<file path="src/rtl/ctrl_pkt_fifo_pkg.sv">
// Default geometry for the control-path packet FIFO.
package ctrl_pkt_fifo_pkg;

   localparam int DFLT_DATA_W     = 32;
   localparam int DFLT_PKT_WORDS  = 16;
   localparam int DFLT_DEPTH_PKTS = 4;

endpackage

</file>
<file path="src/rtl/ctrl_pkt_fifo_ram.sv">
// Simple dual-port word store: synchronous write, asynchronous (show-ahead) read.
module ctrl_pkt_fifo_ram #(
   parameter int DATA_W = 32,
   parameter int AW     = 6
) (
   input  logic              clk,
   input  logic              we,
   input  logic [AW-1:0]     waddr,
   input  logic [DATA_W-1:0] wdata,
   input  logic [AW-1:0]     raddr,
   output logic [DATA_W-1:0] rdata
);

   logic [DATA_W-1:0] mem [2**AW];

   // Write port; contents are deliberately not reset.
   always_ff @(posedge clk) begin
      if (we) mem[waddr] <= wdata;
   end

   assign rdata = mem[raddr];

endmodule

</file>
<file path="src/rtl/ctrl_pkt_fifo.sv">
// Packet-gated command FIFO: words become visible to the CPU only once their
// whole packet has been written. A packet that hits a full buffer is dropped
// in its entirety and flagged on the sticky ovf output.
module ctrl_pkt_fifo
   import ctrl_pkt_fifo_pkg::*;
#(
   parameter int DATA_W     = DFLT_DATA_W,
   parameter int PKT_WORDS  = DFLT_PKT_WORDS,
   parameter int DEPTH_PKTS = DFLT_DEPTH_PKTS
) (
   input  logic                               clk,
   input  logic                               reset_n,
   input  logic                               sclr,
   input  logic [DATA_W-1:0]                  wr_data,
   input  logic                               wr_en,
   output logic                               wr_full,
   output logic [DATA_W-1:0]                  rd_data,
   input  logic                               rd_en,
   output logic                               rd_empty,
   output logic [$clog2(DEPTH_PKTS+1)-1:0]    pkt_cnt,
   output logic                               ovf
);

   localparam int DEPTH = PKT_WORDS * DEPTH_PKTS;
   localparam int AW    = $clog2(DEPTH);
   localparam int CW    = $clog2(DEPTH_PKTS + 1);
   localparam int PW    = $clog2(PKT_WORDS);

   logic [AW:0]   wp_q, wp_d, cp_q, cp_d, rp_q, rp_d;
   logic [PW-1:0] wcnt_q, wcnt_d;
   logic [CW-1:0] pkt_cnt_q, pkt_cnt_d;
   logic          drop_q, drop_d, ovf_q, ovf_d;
   logic          ram_we;
   logic          rd_go, wr_store, pkt_inc, pkt_dec;
   logic [AW:0]   wp_next;

   assign wr_full  = ((wp_q - rp_q) == (AW+1)'(DEPTH));
   assign rd_empty = (rp_q == cp_q);
   assign pkt_cnt  = pkt_cnt_q;
   assign ovf      = ovf_q;

   // Next-state: flush first, then independent read and write/commit paths.
   always_comb begin
      wp_d      = wp_q;
      cp_d      = cp_q;
      rp_d      = rp_q;
      wcnt_d    = wcnt_q;
      pkt_cnt_d = pkt_cnt_q;
      drop_d    = drop_q;
      ovf_d     = ovf_q;
      ram_we    = 1'b0;
      rd_go     = 1'b0;
      wr_store  = 1'b0;
      pkt_inc   = 1'b0;
      pkt_dec   = 1'b0;
      wp_next   = wp_q;

      if (sclr) begin
         wp_d      = '0;
         cp_d      = '0;
         rp_d      = '0;
         wcnt_d    = '0;
         pkt_cnt_d = '0;
         drop_d    = 1'b0;
         ovf_d     = 1'b0;
      end else begin
         rd_go = rd_en && !rd_empty;
         if (rd_go) begin
            rp_d    = rp_q + (AW+1)'(1);
            pkt_dec = (rp_q[PW-1:0] == PW'(PKT_WORDS-1));
         end

         if (wr_en) begin
            // Full test uses pre-cycle pointers, so a same-cycle read cannot rescue the word.
            wr_store = !wr_full && !drop_q;
            ram_we   = wr_store;
            wp_next  = wr_store ? wp_q + (AW+1)'(1) : wp_q;
            if (wr_full) ovf_d = 1'b1;

            if (wcnt_q == PW'(PKT_WORDS-1)) begin
               wcnt_d = '0;
               drop_d = 1'b0;
               if (drop_q || wr_full) begin
                  wp_d = cp_q;
               end else begin
                  wp_d    = wp_next;
                  cp_d    = wp_next;
                  pkt_inc = 1'b1;
               end
            end else begin
               wcnt_d = wcnt_q + PW'(1);
               wp_d   = wp_next;
               drop_d = drop_q || wr_full;
            end
         end

         pkt_cnt_d = pkt_cnt_q + CW'(pkt_inc) - CW'(pkt_dec);
      end
   end

   // State registers with asynchronous active-low reset.
   always_ff @(posedge clk or negedge reset_n) begin
      if (!reset_n) begin
         wp_q      <= '0;
         cp_q      <= '0;
         rp_q      <= '0;
         wcnt_q    <= '0;
         pkt_cnt_q <= '0;
         drop_q    <= 1'b0;
         ovf_q     <= 1'b0;
      end else begin
         wp_q      <= wp_d;
         cp_q      <= cp_d;
         rp_q      <= rp_d;
         wcnt_q    <= wcnt_d;
         pkt_cnt_q <= pkt_cnt_d;
         drop_q    <= drop_d;
         ovf_q     <= ovf_d;
      end
   end

   ctrl_pkt_fifo_ram #(
      .DATA_W (DATA_W),
      .AW     (AW)
   ) u_ram (
      .clk   (clk),
      .we    (ram_we),
      .waddr (wp_q[AW-1:0]),
      .wdata (wr_data),
      .raddr (rp_q[AW-1:0]),
      .rdata (rd_data)
   );

endmodule
</file>
<file path="config.mk">
export PLATFORM = sky130hd
export DESIGN_NAME = ctrl_pkt_fifo
export DESIGN_NICKNAME = d
export VERILOG_FILES = /design/src/rtl/ctrl_pkt_fifo_pkg.sv /design/src/rtl/ctrl_pkt_fifo_ram.sv /design/src/rtl/ctrl_pkt_fifo.sv
export SDC_FILE = /design/constraint.sdc
export NUM_CORES = 2
export LEC_CHECK = 0
export CAP_MARGIN = 20
export CORE_ASPECT_RATIO = 1.4
export CORE_MARGIN = 5
export CORE_UTILIZATION = 35
export CTS_CLUSTER_SIZE = 14
export DETAILED_ROUTE_END_ITERATION = 7
export DONT_BUFFER_PORTS = 1
export PLACE_DENSITY = 0.57
export SLEW_MARGIN = 20
export SYNTH_ARGS = -nofsm -noshare
export SYNTH_HDL_FRONTEND = slang
export SYNTH_SLANG_ARGS = --single-unit
</file>
<file path="constraint.sdc">
create_clock -name clk -period 8.8 [get_ports clk]
set_input_delay 0.88 -clock clk [delete_from_list [all_inputs] [get_ports clk]]
set_output_delay 0.88 -clock clk [all_outputs]
set_load 0.01 [all_outputs]
</file>
==> results_dict.tcl <==
set metrics [dict create \
    status "finished with violations" \
    violations "DRC" \
    start_kind "register" \
    synth.distinct_cells 55 \
    maxCapViolCount 0 \
    num_vias 36000 \
    yosysTopAreaCell "edfxtp_1" \
    synth_cells 3305 \
    drc 2 \
    slowest_stage "dfrtp_4" \
    drtIter0Drc 3698 \
    routabilityCongestion 0.832 \
    synth_nets 3354 \
    clock_path_buffers 4 \
    cp-endpoint "rd_data[30]" \
    ys_ff_latch 2078 \
    hold_ws_ns 0.0928 \
    slew_violations 0 \
    endpoint_kind "output pin" \
    grt_pass1_wl_um 295000 \
    fin_nets 3480 \
    synth-compound-area-share 0.0110 \
    ys_seq_area_frac 0.781 \
    insertion_delay_ns 0.83 \
    setup_tns_ns 0 \
    async_flop_share 0.0144 \
    rsz0062_at_grt "no" \
    wl_per_cell_um 31.5 \
    clk_pin_slew_worst_paths_ns 0.07 \
    cp.arrival_ns 5.31 \
    grt_pass1_vias 37100 \
    p_per_area_nw_per_um2 219 \
    synth_edf_count 2048 \
    r2r_start "rp_q[2]" \
    root_buffer "clkbuf_16" \
    fmax_ghz 0.162 \
    fill_cells 20000 \
    yosys.area.top_type_share 0.772 \
    timing.final.hold_violations 0 \
    cts_tree "done" \
    synth_top_family_by_area "multiplexers" \
    critPathRequiredTime_ns 7.92 \
    crit_path_max_incr_delay_ns 0.81 \
    crit_chain "buf_4 > buf_4 > mux4_2 > mux4_2 > a22oi_1 > nand2_1" \
    fin_skew_ns 0.0582 \
    routed_via_density 5.43 \
    cts_max_level 4 \
    antenna_left 0 \
    dieWidth_um 413 \
    power.total_mw 19.8 \
    dp_hpwl_um 121000 \
    layout-drive-gt1-share 0.299 \
    relSlewSlack 0.276 \
    r2r_slack_ns 3.22 \
    power_leakage_nw 26.6 \
    track_usage 0.174 \
    cts_hold_buf 2 \
    cp-startpoint "rp_q[1]" \
    dp.cells 6256 \
    area_delta_synth_final_pct 13.3 \
    tightest_slew_ns 1.09 \
    ys.warnings.count 0 \
    synth-simple-area-share 0.0132 \
    grt_antenna_before_repair 7 \
    num_rows 207 \
    postCtsSetupRepairBufs 0 \
    synth_xor_area_frac 0.00231 \
    start_util 0.351 \
    grt_max_degree 116 \
    core-area_sq_um 227000 \
    min_period_ns 6.19 \
    post_cts_resized 0 \
    critPathMaxFanout 56 \
    portBuffers 0 \
    post-route-period-util 0.703 \
    grt_overflow 0 \
    syn_area_per_cell_sq_um 24.1 \
    netlist_area_sq_um 79700 \
    die_y_um 575 \
    vdd_ir_drop_max_mv 0.137 \
    synth_fa_ha_area_frac 0.00198 \
    wl_um 209000 \
    clock_sinks 2078 \
    drt_first_pass_iters 7 \
    path_class "reg2out" \
    final_core_util 0.398 \
    io_pins 75 \
    synth_ff_type "edfxtp_1" \
    die-area_sq_um 237000 \
    hold_path.class "in2reg" \
    synth_area_leaders "edfxtp_1 77%, mux4_2 18%, dfrtp_1 0.94%" \
    setup_viol 0 \
    r2r_end "u_ram.mem[2][31]" \
    cts_buffers 201 \
    ff2ff_path_depth 9 \
    synth_mux_area_frac 0.180 \
    min_delay_path_depth 1 \
    post_layout_nonfiller_instances 6624 \
]
-- power by group --
| part | internal, mW | switching (mW) |
|---|---|---|
| combinational | 0.178 | 0.404 |
| sequential | 11.0 | 0.0589 |
| clock | 4.55 | 3.65 |
| total | 15.7 | 4.11 |
-- Yosys cell counts (6+ instances only) --
cell and number:
edfxtp_1 2048, mux4_2 633, nor2_1 107, buf_2 80
clkbuf_1 70, nand2_1 69, a22oi_1 39, dfrtp_1 30
nand3_1 27, buf_1 21, xnor2_1 16, o22ai_1 14
a21oi_1 11, ha_1 11, nor3_1 11, a211oi_1 10
inv_1 10, or3_1 6
-- placed cells by master (no fill, tap or decap), drive strengths merged, types with 6 or more instances in the layout --
cell type  synthesis  routed
clkinvlp           0       6
inv               12      18
edfxtp          2048    2048
nand3             27      27
bufinv             0      11
mux4             633     633
clkinv             2      95
a22oi             39      39
o22ai             14      14
nor2             107     107
clkbuf            70     245
xnor2             16      16
ha                11      11
nor3              11      11
a211oi            10      10
a21oi             11      11
or3                6       6
nand2             69      69
buf              107      99
dfrtp             30      30
o21ai              6       6
-- per-layer routing --
| layer | vias up | part of all wire | track usage | wire, um |
|---|---|---|---|---|
| li1 | 14500 | - | - | - |
| met1 | 20000 | 0.38 | 0.222 | 79700 |
| met2 | 1225 | 0.53 | 0.309 | 110000 |
| met3 | 283 | 0.063 | 0.0295 | 13100 |
| met4 | 4 | 0.026 | 0.0452 | 5520 |
| met5 | - | 0.000072 | 0 | 15 |
-- sequential cells by signal (all words and copies together) (netlist names) --
| signal | count |
|---|---|
| pkt_cnt | 3 |
| wp_q | 7 |
| ovf | 1 |
| drop_q | 1 |
| wcnt_q | 4 |
| u_ram.mem | 2048 |
| rp_q | 7 |
| cp_q | 7 |
-- worst max-delay path, delay by kind of cell, from the launching register on --
family,cells,cell delay (ns)
muxes,2,1.00
buffers and inverters,2,1.60
DFF,1,0.81
and+or+nand+nor,1,0.33
AOI/OAI and AO/OA,1,0.60
-- worst min path at each step --
| stage | startpoint | to | slack, ns |
|---|---|---|---|
| 2_1_floorplan | cp_q[4] | cp_q[4] | 0.50 |
| 3_3_place_gp | cp_q[5] | cp_q[5] | 0.54 |
| 3_5_place_dp | cp_q[6] | cp_q[6] | 0.54 |
| 4_1_cts | sclr | ovf | 0.04 |
| 5_1_grt | sclr | ovf | 0.06 |
| 6_report | sclr | ovf | 0.09 |
-- cell type report --
| type | instances | area (sq um) | area share |
|---|---|---|---|
| sequential | 2078 | 62300 | 0.690 |
| multi-input combinational | 1036 | 17100 | 0.189 |
| timing repair buffer | 100 | 958 | 0.0106 |
| inverter | 14 | 60.1 | 0.000665 |
| clock inverter | 116 | 921 | 0.0102 |
| antenna | 5 | 12.5 | 0.000139 |
| clock buffer | 245 | 5220 | 0.0578 |
| tap | 3030 | 3790 | 0.0420 |
-- stage by stage --
step	setup WS, ns	area, sq um
detailed placement	3.27	84100
global placement	3.07	84000
finish	2.61	90300
floorplan	2.19	79700
global route	2.43	90300
CTS	2.50	90300
-- cells by family after synthesis --
| family | after synthesis |
|---|---|
| xor+xnor | 21 |
| buf+inv | 191 |
| simple gates | 245 |
| fa+ha+maj | 12 |
| compound gates | 120 |
| flops | 2078 |
| mux | 638 |
Power figures use the tool's default switching activity.
